File: config.mk
export PLATFORM = sky130hd
export DESIGN_NAME = shift_unit_arbiter
export DESIGN_NICKNAME = d
export VERILOG_FILES = /design/src/rtl/shift_unit_arbiter.sv
export SDC_FILE = /design/constraint.sdc
export NUM_CORES = 1
export LEC_CHECK = 0
export CORE_MARGIN = 4
export CORE_UTILIZATION = 23
export DETAILED_ROUTE_END_ITERATION = 12
export GPL_ROUTABILITY_DRIVEN = 0
export PLACE_DENSITY_LB_ADDON = 0.25
export REMOVE_ABC_BUFFERS = 1
export SETUP_SLACK_MARGIN = 0.4
export SLEW_MARGIN = 5
export SYNTH_ARGS = -nofsm -noshare
export SYNTH_HDL_FRONTEND = slang
export SYNTH_SLANG_ARGS = --single-unit
File: constraint.sdc
create_clock -name clk -period 7.7 [get_ports clk]
set_input_delay 0.77 -clock clk [delete_from_list [all_inputs] [get_ports clk]]
set_output_delay 0.77 -clock clk [all_outputs]
set_load 0.01 [all_outputs]
File: src/rtl/shift_unit_arbiter.sv
// Round-robin arbiter sharing a 32-bit left barrel shifter between two requesters.
// Optional `SHIFT_UNIT_ARB_SRA_EN` builds the arithmetic-right-shift fill path.

module shift_left_32bit (
  input  logic [31:0] data_i,
  input  logic [31:0] shift_sel_i,
  output logic [31:0] result_o
);

  logic [31:0] stage_s [0:5];

  assign stage_s[0] = data_i;

  // Five binary-weighted mux stages; stage i shifts by 2**i.
  for (genvar i = 0; i < 5; i++) begin : g_stage
    assign stage_s[i+1] = shift_sel_i[i]
                          ? {stage_s[i][31-(2**i):0], {(2**i){1'b0}}}
                          : stage_s[i];
  end

  assign result_o = (|shift_sel_i[31:5]) ? 32'd0 : stage_s[5];

endmodule

module shift_unit_arbiter (
  input  logic        clk,
  input  logic        rst,
  input  logic        req0_valid,
  output logic        req0_ready,
  input  logic [31:0] req0_data,
  input  logic [4:0]  req0_amt,
  input  logic [1:0]  req0_op,
  input  logic        req1_valid,
  output logic        req1_ready,
  input  logic [31:0] req1_data,
  input  logic [4:0]  req1_amt,
  input  logic [1:0]  req1_op,
  output logic        resp_valid,
  input  logic        resp_ready,
  output logic [31:0] resp_data,
  output logic        resp_id,
  output logic        resp_err
);

  typedef enum logic [0:0] {
    IDLE = 1'b0,
    RESP = 1'b1
  } state_e;

  localparam logic [1:0] OP_SLL = 2'b00;
  localparam logic [1:0] OP_SRL = 2'b01;
  localparam logic [1:0] OP_SRA = 2'b10;

  function automatic logic [31:0] rev32(input logic [31:0] v);
    logic [31:0] r;
    for (int i = 0; i < 32; i++) begin
      r[i] = v[31-i];
    end
    return r;
  endfunction

  state_e      state_q, state_d;
  logic        last_q, last_d;
  logic        resp_valid_q, resp_valid_d;
  logic [31:0] resp_data_q, resp_data_d;
  logic        resp_id_q, resp_id_d;
  logic        resp_err_q, resp_err_d;

  logic        grant_s;
  logic        any_valid_s;
  logic        can_accept_s;
  logic        accept_s;

  logic [31:0] sel_data_s;
  logic [4:0]  sel_amt_s;
  logic [1:0]  sel_op_s;
  logic [31:0] shift_sel_s;
  logic [31:0] sh_in_s;
  logic [31:0] sh_out_s;
  logic [31:0] srl_s;
  logic [31:0] result_s;
  logic        err_s;

  // Round-robin choice: contention goes to the requester not granted last.
  always_comb begin
    grant_s = 1'b0;
    if (req0_valid && req1_valid) begin
      grant_s = ~last_q;
    end else if (req1_valid) begin
      grant_s = 1'b1;
    end else begin
      grant_s = 1'b0;
    end
  end

  assign any_valid_s  = req0_valid | req1_valid;
  assign can_accept_s = (state_q == IDLE) | ((state_q == RESP) & resp_ready);
  assign accept_s     = can_accept_s & any_valid_s & ~rst;
  assign req0_ready   = accept_s & ~grant_s;
  assign req1_ready   = accept_s &  grant_s;

  assign sel_data_s  = grant_s ? req1_data : req0_data;
  assign sel_amt_s   = grant_s ? req1_amt  : req0_amt;
  assign sel_op_s    = grant_s ? req1_op   : req0_op;
  assign shift_sel_s = {27'd0, sel_amt_s};

  // Right shifts reuse the left shifter on bit-reversed operands.
  assign sh_in_s = (sel_op_s == OP_SLL) ? sel_data_s : rev32(sel_data_s);

  shift_left_32bit u_shift (
    .data_i      (sh_in_s),
    .shift_sel_i (shift_sel_s),
    .result_o    (sh_out_s)
  );

  assign srl_s = rev32(sh_out_s);

`ifdef SHIFT_UNIT_ARB_SRA_EN
  logic [31:0] fill_out_s;
  logic [31:0] fill_s;

  // All-ones is its own bit reversal, so the fill shifter input is a constant.
  shift_left_32bit u_fill (
    .data_i      (32'hFFFF_FFFF),
    .shift_sel_i (shift_sel_s),
    .result_o    (fill_out_s)
  );

  assign fill_s = sel_data_s[31] ? ~rev32(fill_out_s) : 32'd0;

  // Operation select with arithmetic right shift available.
  always_comb begin
    result_s = sel_data_s;
    err_s    = 1'b0;
    case (sel_op_s)
      OP_SLL: begin
        result_s = sh_out_s;
        err_s    = 1'b0;
      end
      OP_SRL: begin
        result_s = srl_s;
        err_s    = 1'b0;
      end
      OP_SRA: begin
        result_s = srl_s | fill_s;
        err_s    = 1'b0;
      end
      default: begin
        result_s = sel_data_s;
        err_s    = 1'b1;
      end
    endcase
  end
`else
  // Operation select; op 10 is reserved in this build.
  always_comb begin
    result_s = sel_data_s;
    err_s    = 1'b0;
    case (sel_op_s)
      OP_SLL: begin
        result_s = sh_out_s;
        err_s    = 1'b0;
      end
      OP_SRL: begin
        result_s = srl_s;
        err_s    = 1'b0;
      end
      default: begin
        result_s = sel_data_s;
        err_s    = 1'b1;
      end
    endcase
  end
`endif

  // Next-state and response-register load decisions.
  always_comb begin
    state_d      = state_q;
    last_d       = last_q;
    resp_valid_d = resp_valid_q;
    resp_data_d  = resp_data_q;
    resp_id_d    = resp_id_q;
    resp_err_d   = resp_err_q;
    case (state_q)
      IDLE: begin
        if (accept_s) begin
          state_d      = RESP;
          last_d       = grant_s;
          resp_valid_d = 1'b1;
          resp_data_d  = result_s;
          resp_id_d    = grant_s;
          resp_err_d   = err_s;
        end else begin
          state_d = IDLE;
        end
      end
      RESP: begin
        if (accept_s) begin
          state_d      = RESP;
          last_d       = grant_s;
          resp_valid_d = 1'b1;
          resp_data_d  = result_s;
          resp_id_d    = grant_s;
          resp_err_d   = err_s;
        end else if (resp_ready) begin
          state_d      = IDLE;
          resp_valid_d = 1'b0;
        end else begin
          state_d = RESP;
        end
      end
      default: begin
        state_d      = IDLE;
        resp_valid_d = 1'b0;
      end
    endcase
  end

  // State and response registers with synchronous reset.
  always_ff @(posedge clk) begin
    if (rst) begin
      state_q      <= IDLE;
      last_q       <= 1'b1;
      resp_valid_q <= 1'b0;
      resp_data_q  <= 32'd0;
      resp_id_q    <= 1'b0;
      resp_err_q   <= 1'b0;
    end else begin
      state_q      <= state_d;
      last_q       <= last_d;
      resp_valid_q <= resp_valid_d;
      resp_data_q  <= resp_data_d;
      resp_id_q    <= resp_id_d;
      resp_err_q   <= resp_err_d;
    end
  end

  assign resp_valid = resp_valid_q;
  assign resp_data  = resp_data_q;
  assign resp_id    = resp_id_q;
  assign resp_err   = resp_err_q;

endmodule

After elaboration in Yosys (flattened, before gate mapping)
Index checks and enable logic that the tools add are counted.
Operators by class
  equality and inequality tests: 3
  multiplexer cells: 24
  bitwise logic cells: 11
  reduce and logical (&&, ||, !) cells: 4
Operators with widths (count)
  $mux 32: 8
  $pmux 32 s2: 1
  $mux 1: 11
  $and 1x1->1: 5
  $mux 5: 1
  $not 1->1: 4
  $pmux 1 s2: 2
  $ne 3x2->1 const B: 1
  $eq 2x1->1 const B: 1
  $logic_not 2->1: 1
  $mux 2: 1
  $ne 2x2->1 const B: 1
  $or 1x1->1: 2
  $reduce_and 2->1: 1
  $reduce_or 2->1: 1
  $logic_and 1x1->1: 1
Word-level totals
  flip-flop bits (word level): 37
  input bits: 83
  word-level logic and storage cells: 48

Logic depth before layout (Yosys ltp)
  depth after elaboration: 12
  mapped depth: 12
  depth with buffers taken out: 8

Cells and area by module
A second synthesis with hierarchy kept.
Second synthesis, totals
  cell total of the unflattened synthesis: 707
  area, all modules: 5497.8 µm²
By module, submodules not included
  shift_unit_arbiter: instances 1, cells each 462, area an instance 3852.4 µm², sequential area each 740.7 µm²
  shift_left_32bit: instances 1, cells each 245, area an instance 1645.3 µm², sequential area each 0.0 µm²

Worst setup path after synthesis
OpenSTA, ideal clock, no wires.
  path type: in2reg
  start: input req1_op[0]
  end: register resp_data_q[4] (netlist: resp_data[4])
  setup time: 86 ps
  data arrival time: 2897 ps
  data required time: 7614 ps
  setup slack: 4718 ps
  stages on the path: 11
  cell sequence: buf_4 > or2_4 > buf_6 > buf_12 > mux2i_1 > mux4_2 > mux2i_4 > a21oi_2 > a311oi_2 > o21ai_1 > a211oi_1
Between the ends
  longest elaborated chain between the ends: 10
  elaborated cells between the ends (all ways): 11
  those cells by class: 1 x eq/ne; 9 x mux; 1 x reduce/logical
Ends and longest elaborated chain
  start: declaration: RTL line 37  | input logic [1:0] req1_op,
  $mux 2 *: RTL line 104  | assign sel_op_s = grant_s ? req1_op : req0_op;
  $logic_not 2->1: RTL line 108, 159
  $mux 32: RTL line 108  | assign sh_in_s = (sel_op_s == OP_SLL) ? sel_data_s : rev32(sel_data_s);
  $mux 32 (5 in a row): RTL line 17  | ? {stage_s[i][31-(2**i):0], {(2**i){1'b0}}}
  $pmux 32 s2 *: RTL line 159  | case (sel_op_s)
  $mux 32 *: RTL line 186, 198
  end signal: assignment: RTL line 232  | resp_data_q <= resp_data_d;
  end: declaration: RTL line 65  | logic [31:0] resp_data_q, resp_data_d;
Mark *: on every way between the ends. The rest lies on a longest branch, timed or not. The select of a mux whose other input is x is not followed.
A chain may end at the register's enable or synchronous reset.

Worst setup path in the final report
  start: input req0_amt[0]
  end: register resp_data_q[16] (netlist: resp_data[16])
Between the ends
  longest elaborated chain between the ends: 8
Ends and longest elaborated chain
  start: declaration: RTL line 31  | input logic [4:0] req0_amt,
  $mux 5: RTL line 103  | assign sel_amt_s = grant_s ? req1_amt : req0_amt;
  $mux 32 (5 in a row): RTL line 17
  $pmux 32 s2: RTL line 159
  $mux 32: RTL line 186, 198
Every way passes these cells. The select of a mux whose other input is x is not followed.

==> summary.txt <==
Logic synthesis
  • Gate Count Post-Synth: 850
  • Seq/Total Area, Yosys: 0.1129
  • Top-area cell type share of the netlist area: 0.1129
  • Post-synth ARST share: 0
  • Most used flip-flop cell after synthesis: dfxtp_1
  • Distinct cells, synth: 84
  • Area leader, netlist: dfxtp_1
  • Netlist Area Pre-Place: ~0.0066 mm2
  • Number of synthesized flops with an enable pin: 0
  • #FFs+latches synth: 37
  • Dominant cells by area after synthesis: dfxtp_1, mux4_2, mux2i_1, a211oi_1, nand2_1
  • Ys Warns: 0
  • Mean area per synthesized cell: between 7 and 8 um2

Detailed routing
  • Routed vias: between 7000 and 8000
  • DRT Pass-1 Iters: 8
  • DRT iter0 DRCs: approximately 1000
  • Routed len/inst: roughly 25 um
  • Post-route ant nets: 0
  • Routed WL: 32050 um
  • Vias/cell: between 5 and 6
  • DR DRC count: 0

Floorplanning
  • IO Count: 120
  • FP Rows: 61
  • Die X: 176.9 um
  • Core area: 0.02793 mm2
  • Chip Height: roughly 180 um
  • Die area: 0.03129 mm2
  • Starting Density: 0.2348

Timing
  • Worst Tran Pin Value: 1069 ps
  • Hold Fails Final Rpt: 0
  • Fin crit share: 0.6127
  • # setup viols final: 0
  • Fmax achieved: 212.0 MHz
  • RSZ-0062 raised after global routing: false
  • Slew HR: 0.2852
  • Pins Over Slew Limit: 0
  • Crit path time final: 4718 ps
  • Clock Skew: approximately 4.7 ps
  • Fin Setup TNS: 0 ps

Clock tree
  • Setup bufs post-CTS: 0
  • Clock sinks: 37
  • Worst-path clk slew: ~60 ps
  • TritonCTS Buffers: 5
  • H-tree levels: 2
  • TritonCTS clock tree: done
  • Worst-skew pair later-pin latency: 280 ps
  • Quantity of hold-fixing buffers added after cts: 0
  • CTS Root Buffer Type: clkbuf_16
  • Clk buf depth: 2
  • Post_cts resized: 0

GRT
  • Global Route Usage Sum: 0.1966
  • Largest net degree at the start of global routing: 50
  • First-pass GRT wire length: 47190 um
  • Initial antenna violation count: 0
  • Vias in the first global route: 7163
  • Grt ovf: 0

Placement
  • Port bufs: roughly 120
  • DPL Wire Length: 24640 um

Power
  • Maximum vdd drop: 0.07198 mV
  • Sw frac: 0.4595
  • Switching power: 0.0005126 W
  • Power density over the cells: 137.6 mW/mm2
  • Sequential Power Share: 0.205
  • Combinational power share: 0.608
  • P_int: 0.0006028 W
  • Leak pwr: 2.761 nW
  • Clock power frac: 0.187

Setup path
  • FF-to-FF setup slack: 3850 ps
  • Reg2reg start: last_q
  • Worst r2r path cells: 10
  • Worst-path fanout max: 20
  • Crit end category: register
  • Reg2reg end: resp_data[16]
  • Worst setup SP type: primary input
  • CP Launch Point: req0_amt[0]
  • Critical path capture point: resp_data[16]
  • Critical Path AT: slightly below 5000 ps
  • Req. time, crit path: 7900 ps
  • WS Path Type: primary input to register

Layout
  • Final Core Density: 0.2902
  • Commonest non-fill, non-tap cells in the layout: clkdlybuf4s50_1, nand2_1, nor2_1
  • Share of layout cells above drive strength 1: 0.1351
  • Most common cell after layout, fill and taps aside: clkdlybuf4s50_1
  • Nets: 1001
  • Area Overhead vs Synth: 23.56%
  • Diodes inserted: 0

Worst hold path
  • Tightest Hold Check Type: register to register

Run
  • Max_cap viols: 0

Status
  • Outcome: finished, final reports clean
## worst min-delay path by stage
stage               startpoint    endpoint  slack, ps  cells past startpoint
finish              resp_valid  resp_valid        450                      2
global route        resp_valid  resp_valid        480                      2
CTS                 resp_valid  resp_valid        460                      2
detailed placement  resp_valid  resp_valid        450                      2
global placement    resp_valid  resp_valid        450                      2
floorplan           resp_valid  resp_valid        470                      2
## state kept, by name (all words and copies together) (netlist names)
register,flops
resp_valid,1
resp_id,1
state_q,1
resp_data,32
resp_err,1
last_q,1
## area by class of cell
class	instances	area, um2
clock buffer	6	138.9
tap	378	473.0
clock inverter	1	7.507
sequential	37	740.7
timing repair buffer	139	1341
multi-input combinational	728	5378
inverter	7	26.28
fill	3086	19830
## Yosys cell counts (all sizes together) (3+ instances only)
master / number
a2111oi: 8
a211o: 7
a211oi: 60
a21boi: 4
a21o: 6
a21oi: 51
a221oi: 9
a22oi: 6
a311o: 3
a311oi: 6
a31o: 3
a31oi: 16
a32oi: 3
a41oi: 3
and2: 8
and4: 3
buf: 42
clkbuf: 36
dfxtp: 37
inv: 6
mux2: 7
mux2i: 78
mux4: 33
nand2: 103
nand2b: 3
nand3: 31
nor2: 82
nor3: 14
nor4: 8
o211ai: 17
o21a: 7
o21ai: 67
o21bai: 5
o221ai: 4
o22ai: 12
o31ai: 6
o32ai: 6
o41ai: 3
or2: 3
or3: 6
or3b: 21
## power by group through the flow
stage | sequential [W] | combinational (W) | clock [W]
global placement | 0.000234 | 0.000662 | 0
finish | 0.000229 | 0.000678 | 0.000208
floorplan | 0.000240 | 0.000366 | 0
detailed placement | 0.000234 | 0.000660 | 0
global route | 0.000233 | 0.000719 | 0.000218
CTS | 0.000230 | 0.000661 | 0.000213
## critical path, stage by stage
cell	delay [ps]
clkdlybuf4s50_1	990
clkinv_1	790
mux2i_2	350
buf_4	310
mux2i_1	280
mux2_2	210
nor2_1	40
a2111oi_0	760
o31ai_1	160
a211oi_1	240
## cells by family after synthesis
group,share of synthesized area
buf+inv,0.06962
compound gates,0.3492
mux,0.2603
xor+xnor,0.002671
flops,0.1129
simple gates,0.2052
## routing by layer
layer | part of all wire | track usage | up-vias
met5 | 0 | 0 | -
met4 | 0.028 | 0.05255 | 0
met3 | 0.11 | 0.04849 | 61
met2 | 0.44 | 0.3024 | 475
met1 | 0.42 | 0.2751 | 3654
li1 | - | - | 3483
## per-stage QoR
stage	setup slack, ps	std cells	instance area (um2)	total power (W)	hold slack, ps
finish	2982	1296	8105	0.001115	453.6
global route	2610	1296	8105	0.001170	481.5
CTS	3082	1296	8105	0.001104	456.4
detailed placement	2817	1289	7959	0.0008936	448.3
global placement	2821	1289	7959	0.0008953	446.1
floorplan	2283	772	6130	0.0006061	474.5
Note: power is estimated with default switching activity, not from simulation.
